--- src/rtl/stream_demux_if.sv ---
// stream_demux_if: input stream, N registered output streams and drop status for stream_demux
interface stream_demux_if #(
  parameter int DATA_W = 8,
  parameter int N_OUT  = 3
);
  localparam int SEL_W = $clog2(N_OUT);
  logic [DATA_W-1:0]       s_data;
  logic                    s_valid;
  logic                    s_last;
  logic                    s_ready;
  logic [SEL_W-1:0]        sel;
  logic [N_OUT*DATA_W-1:0] m_data;
  logic [N_OUT-1:0]        m_valid;
  logic [N_OUT-1:0]        m_last;
  logic [N_OUT-1:0]        m_ready;
  logic                    err_sel;
  logic [7:0]              drop_count;
  modport master (
    output s_data, s_valid, s_last, sel, m_ready,
    input  s_ready, m_data, m_valid, m_last, err_sel, drop_count
  );
  modport slave (
    input  s_data, s_valid, s_last, sel, m_ready,
    output s_ready, m_data, m_valid, m_last, err_sel, drop_count
  );
endinterface

--- src/rtl/stream_demux.sv ---
// stream_demux: packet-aware 1:N valid/ready demultiplexer that drops and counts out-of-range packets
module stream_demux #(
  parameter int DATA_W = 8,
  parameter int N_OUT  = 3
) (
  input logic           clk,
  input logic           rst,
  stream_demux_if.slave bus
);
  localparam int SEL_W = $clog2(N_OUT);
  localparam int SEL_N = 1 << SEL_W;
  typedef enum logic [1:0] {IDLE, ROUTE, DROP} state_t;
  state_t                  state;
  logic [SEL_W-1:0]        cur_sel;
  logic [SEL_W-1:0]        tgt;
  logic [N_OUT-1:0]        m_valid;
  logic [N_OUT-1:0]        m_last;
  logic [N_OUT*DATA_W-1:0] m_data;
  logic [N_OUT-1:0]        can_acc;
  logic [N_OUT-1:0]        load;
  logic [SEL_N-1:0]        can_pad;
  logic                    in_range;
  logic                    drop_now;
  logic                    ready;
  logic                    acc;
  logic                    first_drop;
  logic                    err_sel;
  logic [7:0]              drop_count;
  // can_pad widens can_acc so an out-of-range tgt never indexes past the vector
  always_comb begin
    can_acc    = ~m_valid | bus.m_ready;
    can_pad    = SEL_N'(can_acc);
    in_range   = 32'(bus.sel) < N_OUT;
    tgt        = state == IDLE ? bus.sel : cur_sel;
    drop_now   = state == DROP || (state == IDLE && !in_range);
    ready      = !rst && (drop_now || can_pad[tgt]);
    acc        = bus.s_valid && ready;
    first_drop = acc && state == IDLE && !in_range;
    load       = acc && !drop_now ? N_OUT'(1) << tgt : '0;
  end
  always_ff @(posedge clk) begin
    if (rst) begin
      m_valid <= '0;
      m_last  <= '0;
      m_data  <= '0;
    end else begin
      for (int i = 0; i < N_OUT; i++) begin
        if (load[i]) begin
          m_valid[i]                  <= 1'b1;
          m_last[i]                   <= bus.s_last;
          m_data[i*DATA_W +: DATA_W]  <= bus.s_data;
        end else if (bus.m_ready[i]) begin
          m_valid[i] <= 1'b0;
        end
      end
    end
  end
  always_ff @(posedge clk) begin
    if (rst) begin
      state      <= IDLE;
      cur_sel    <= '0;
      err_sel    <= 1'b0;
      drop_count <= '0;
    end else begin
      err_sel <= first_drop;
      if (state == IDLE && bus.s_valid && in_range) cur_sel <= bus.sel;
      if (first_drop && drop_count != 8'hFF) drop_count <= drop_count + 8'd1;
      if (acc) state <= bus.s_last ? IDLE : state != IDLE ? state : in_range ? ROUTE : DROP;
    end
  end
  assign bus.s_ready    = ready;
  assign bus.m_valid    = m_valid;
  assign bus.m_last     = m_last;
  assign bus.m_data     = m_data;
  assign bus.err_sel    = err_sel;
  assign bus.drop_count = drop_count;
endmodule

--- src/flat_wrapper.sv ---
// flat-port wrapper written by rule: the top's interface ports become plain ports
module stream_demux_flat 
#(
  parameter int DATA_W = 8,
  parameter int N_OUT  = 3
)
  (clk, rst, bus_s_data, bus_s_valid, bus_s_last, bus_sel, bus_m_ready, bus_s_ready, bus_m_data, bus_m_valid, bus_m_last, bus_err_sel, bus_drop_count);
  stream_demux_if #(.DATA_W(DATA_W), .N_OUT(N_OUT)) bus_i ();
  input logic clk;
  input logic rst;
  input wire logic [$bits(bus_i.s_data)-1:0] bus_s_data;
  input wire logic [$bits(bus_i.s_valid)-1:0] bus_s_valid;
  input wire logic [$bits(bus_i.s_last)-1:0] bus_s_last;
  input wire logic [$bits(bus_i.sel)-1:0] bus_sel;
  input wire logic [$bits(bus_i.m_ready)-1:0] bus_m_ready;
  output wire logic [$bits(bus_i.s_ready)-1:0] bus_s_ready;
  output wire logic [$bits(bus_i.m_data)-1:0] bus_m_data;
  output wire logic [$bits(bus_i.m_valid)-1:0] bus_m_valid;
  output wire logic [$bits(bus_i.m_last)-1:0] bus_m_last;
  output wire logic [$bits(bus_i.err_sel)-1:0] bus_err_sel;
  output wire logic [$bits(bus_i.drop_count)-1:0] bus_drop_count;
  assign bus_i.s_data = bus_s_data;
  assign bus_i.s_valid = bus_s_valid;
  assign bus_i.s_last = bus_s_last;
  assign bus_i.sel = bus_sel;
  assign bus_i.m_ready = bus_m_ready;
  assign bus_s_ready = bus_i.s_ready;
  assign bus_m_data = bus_i.m_data;
  assign bus_m_valid = bus_i.m_valid;
  assign bus_m_last = bus_i.m_last;
  assign bus_err_sel = bus_i.err_sel;
  assign bus_drop_count = bus_i.drop_count;
  stream_demux #(.DATA_W(DATA_W), .N_OUT(N_OUT)) u_core (.clk(clk), .rst(rst), .bus(bus_i));
endmodule
--- config.mk ---
export PLATFORM = sky130hd
export DESIGN_NAME = stream_demux_flat
export DESIGN_NICKNAME = d
export VERILOG_FILES = /design/src/rtl/stream_demux_if.sv /design/src/rtl/stream_demux.sv /design/src/flat_wrapper.sv
export SDC_FILE = /design/constraint.sdc
export NUM_CORES = 1
export LEC_CHECK = 0
export ABC_AREA = 1
export ABC_CLOCK_PERIOD_IN_PS = 2900
export BUFFER_PORTS_ARGS = -buffer_cell sky130_fd_sc_hd__buf_2
export CAP_MARGIN = 10
export CORE_UTILIZATION = 25
export CTS_CLUSTER_SIZE = 12
export DETAILED_ROUTE_END_ITERATION = 16
export PLACE_DENSITY = 0.53
export SLEW_MARGIN = 20
export SYNTH_ARGS = -nofsm -noshare
export SYNTH_HDL_FRONTEND = slang
export SYNTH_SLANG_ARGS = --single-unit
--- constraint.sdc ---
create_clock -name clk -period 2.9 [get_ports clk]
set_input_delay 0.58 -clock clk [delete_from_list [all_inputs] [get_ports clk]]
set_output_delay 0.58 -clock clk [all_outputs]
set_load 0.01 [all_outputs]
==> metrics.txt <==
largest net degree at the start of global routing=24; Worst Hold Depth=2; Async S/R FF share, synth=0%; crit path DAT=between 1.5 and 2 ns; area share of the largest cell type after synthesis=43.6%; root buffer cell=clkbuf_8; Syn-to-layout area delta=22.7%; register area share after synthesis=43.6%; Reg clk slew, reported paths=around 0.090 ns; FF-to-FF End=u_core.bus.drop_count[0]$_SDFFE_PP0P_; postcts setup bufs=0; Post-CTS Resized=0; CP cell instances=nor2_4, nand2_2, nand2_2, nand2_1, nand2_1, nand2_2, a21oi_1, buf_2; Max Slew Vio Count=0; Netlist cell types=27; Synth Net Count=between 300 and 400; final clock skew=0.00314 ns; Syn Std Cell Area=roughly 2000 µm²; synthesized flop and latch total=43; HPWL Detailed=3380 µm; placed insts=roughly 440; Die Ht=90.9 µm; share of post-route cells with drive strength above 1=23.9%; Vias=~1,800; TritonCTS Buffers=5; status=finished clean; Die Area=slightly above 8000 µm²; CP most frequent cell=nand2_2; CP max-delay cell=dfxtp_1; # diodes=0; Synth Warn #=0; r2r setup slk=around 1.0 ns; Post-Place Setup Slack=0.801 ns; Port Buffers=56; H-Tree Depth=2; post-layout min period=2.15 ns; DRC viols=0; Multi-input gate area=about 940 µm²; global-route wire length before repair=between 7000 and 8000 µm; number of DRC markers in iteration 0=45; final setup fails=0; period utilisation layout=74.2%; Clock Sinks=43; Post-Syn Instances=285; Initial Utilization=roughly a quarter; Slew HR=65.9%; Global Route Usage Sum=roughly an eighth; CP peak stage delay=0.35 ns; Clock Latency Late Sink=approximately 0.3 ns; Commonest cells post-synth=nand2_1, nor2_1, dfxtp_1; Core Rows=32; final net count=360; Detail Route Antenna Nets=0; Post-synth top flop=dfxtp_1; initial antenna violation count=0; kind of critical path=flip-flop to output port; Hold Vio Cnt, Final=0; vias per cell=4.04; worst hold path endpoint=u_core.cur_sel[1]$_SDFFE_PP0P_; type of the tightest min-delay check=flip-flop to flip-flop; Die X=about 90 µm; Hold Buf Count CTS=0; maxcap violations=0; Hold Worst Slack=0.467 ns; Worst Setup End Kind=output port; Slew @ Worst Pin=just over 0.5 ns; filler instances=between 800 and 900; final setup margin=0.748 ns; Peak VDD IR=0.000179 V; reg2reg start=u_core.state[1]$_SDFFE_PP0P_; drt pass-1 iters=4; I/O Pins=57; Routed wire per std cell=10.3 µm; CP startpoint kind=flip-flop; TritonCTS clock tree=built; Hold Startpoint=u_core.cur_sel[1]$_SDFFE_PP0P_; fmax=~460 MHz; core box area=7690 µm²; vias in the first global route=1,641; final WL=4570 µm; FF/Latch Area=861 µm²; P_leak=1.22 nW; post-layout power=between 0.001 and 0.0015 W; CP max FO=6; Avg Cell Area, Syn=6.93 µm²; Critical Path RT=2.32 ns; gr ovfl total=0; Finished Layout Cells=445; Synth area leaders=dfxtp_1, nand2_1, nor2_1, inv_1, nand3_1; maximum clock path buffer count=2; Power Dens Cells=497 nW/µm²; RSZ-0062 raised after global routing=false; post-synth top area cell=dfxtp_1; R2R cell count=10; Post-synth EDFFs=0; routability cong.=0.760; setup_tns=0 ns
critical path: cells and delay by family (launching register included):
kind	cells	cell delay [ns]
AOI/OAI and AO/OA	1	0.22
buffers and inverters	1	0.17
DFF	1	0.35
and+or+nand+nor	6	0.55
state kept, by name (all words and copies together) (netlist names):
register,flops
u_core.bus.m_data,24
u_core.bus.drop_count,8
u_core.bus.m_last,3
u_core.bus.m_valid,3
u_core.cur_sel,2
u_core.state,2
u_core.bus.err_sel,1
how the worst max path moves through the flow:
stage                                      start                                    end  slack, ns  cells past startpoint
global route        u_core.state[1]$_SDFFE_PP0P_                            bus_s_ready       0.59                      6
finish              u_core.state[1]$_SDFFE_PP0P_                            bus_s_ready       0.75                      8
detailed placement                    bus_sel[1]  u_core.bus.drop_count[5]$_SDFFE_PP0P_       0.80                     12
CTS                 u_core.state[1]$_SDFFE_PP0P_                            bus_s_ready       0.74                      8
global placement                      bus_sel[0]                            bus_s_ready       0.85                      9
floorplan                             bus_sel[1]                            bus_s_ready       1.11                      6
cells in the final DEF, fill, tap and decap left out, drive strengths merged:
cell type | netlist | routed
xnor2 | 1 | 1
dfxtp | 43 | 43
nand3b | 1 | 1
a21oi | 12 | 12
nor3b | 1 | 1
a31oi | 1 | 1
nand3 | 15 | 15
clkinvlp | 0 | 2
buf | 7 | 58
or2 | 1 | 1
o21ai | 5 | 5
ha | 1 | 1
clkbuf | 1 | 5
nor3 | 1 | 1
nand4 | 2 | 2
inv | 29 | 30
nand2 | 82 | 82
nor2 | 81 | 81
o211ai | 1 | 1
per-stage QoR:
step / utilization [%] / cell area [µm²]
after detailed placement: 30.3 / 2330
after CTS: 31.5 / 2420
final: 31.5 / 2420
after global placement: 30.3 / 2330
after global routing: 31.5 / 2420
after floorplan: - / 1980
power breakdown:
| part | internal, W | switching, W |
|---|---|---|
| clock | 0.000172 | 0.000227 |
| sequential | 0.000611 | 0.0000127 |
| combinational | 0.0000642 | 0.000116 |
kinds of logic after synthesis:
logic type / share of synthesized area, %
compound gates: 5.19
flops: 43.6
buf+inv: 8.93
xor+xnor: 0.443
fa+ha+maj: 0.633
simple gates: 41.2
routing by layer:
metal / vias to the layer above / part of all wire, % / track usage [%]
met4: 0 / 1.2 / 3.57
met3: 7 / 5.5 / 3.79
met1: 774 / 50 / 15.6
met5: - / 0 / 0
met2: 35 / 43 / 18.1
li1: 981 / - / -
layout make-up:
type                       instances  area share (%)
timing repair buffer              58            12.2
sequential                        43            35.5
tap                              102            5.27
multi-input combinational        205            38.7
inverter                          29            4.49
clock inverter                     3           0.981
clock buffer                       5            2.84
Power figures use the tool's default switching activity.
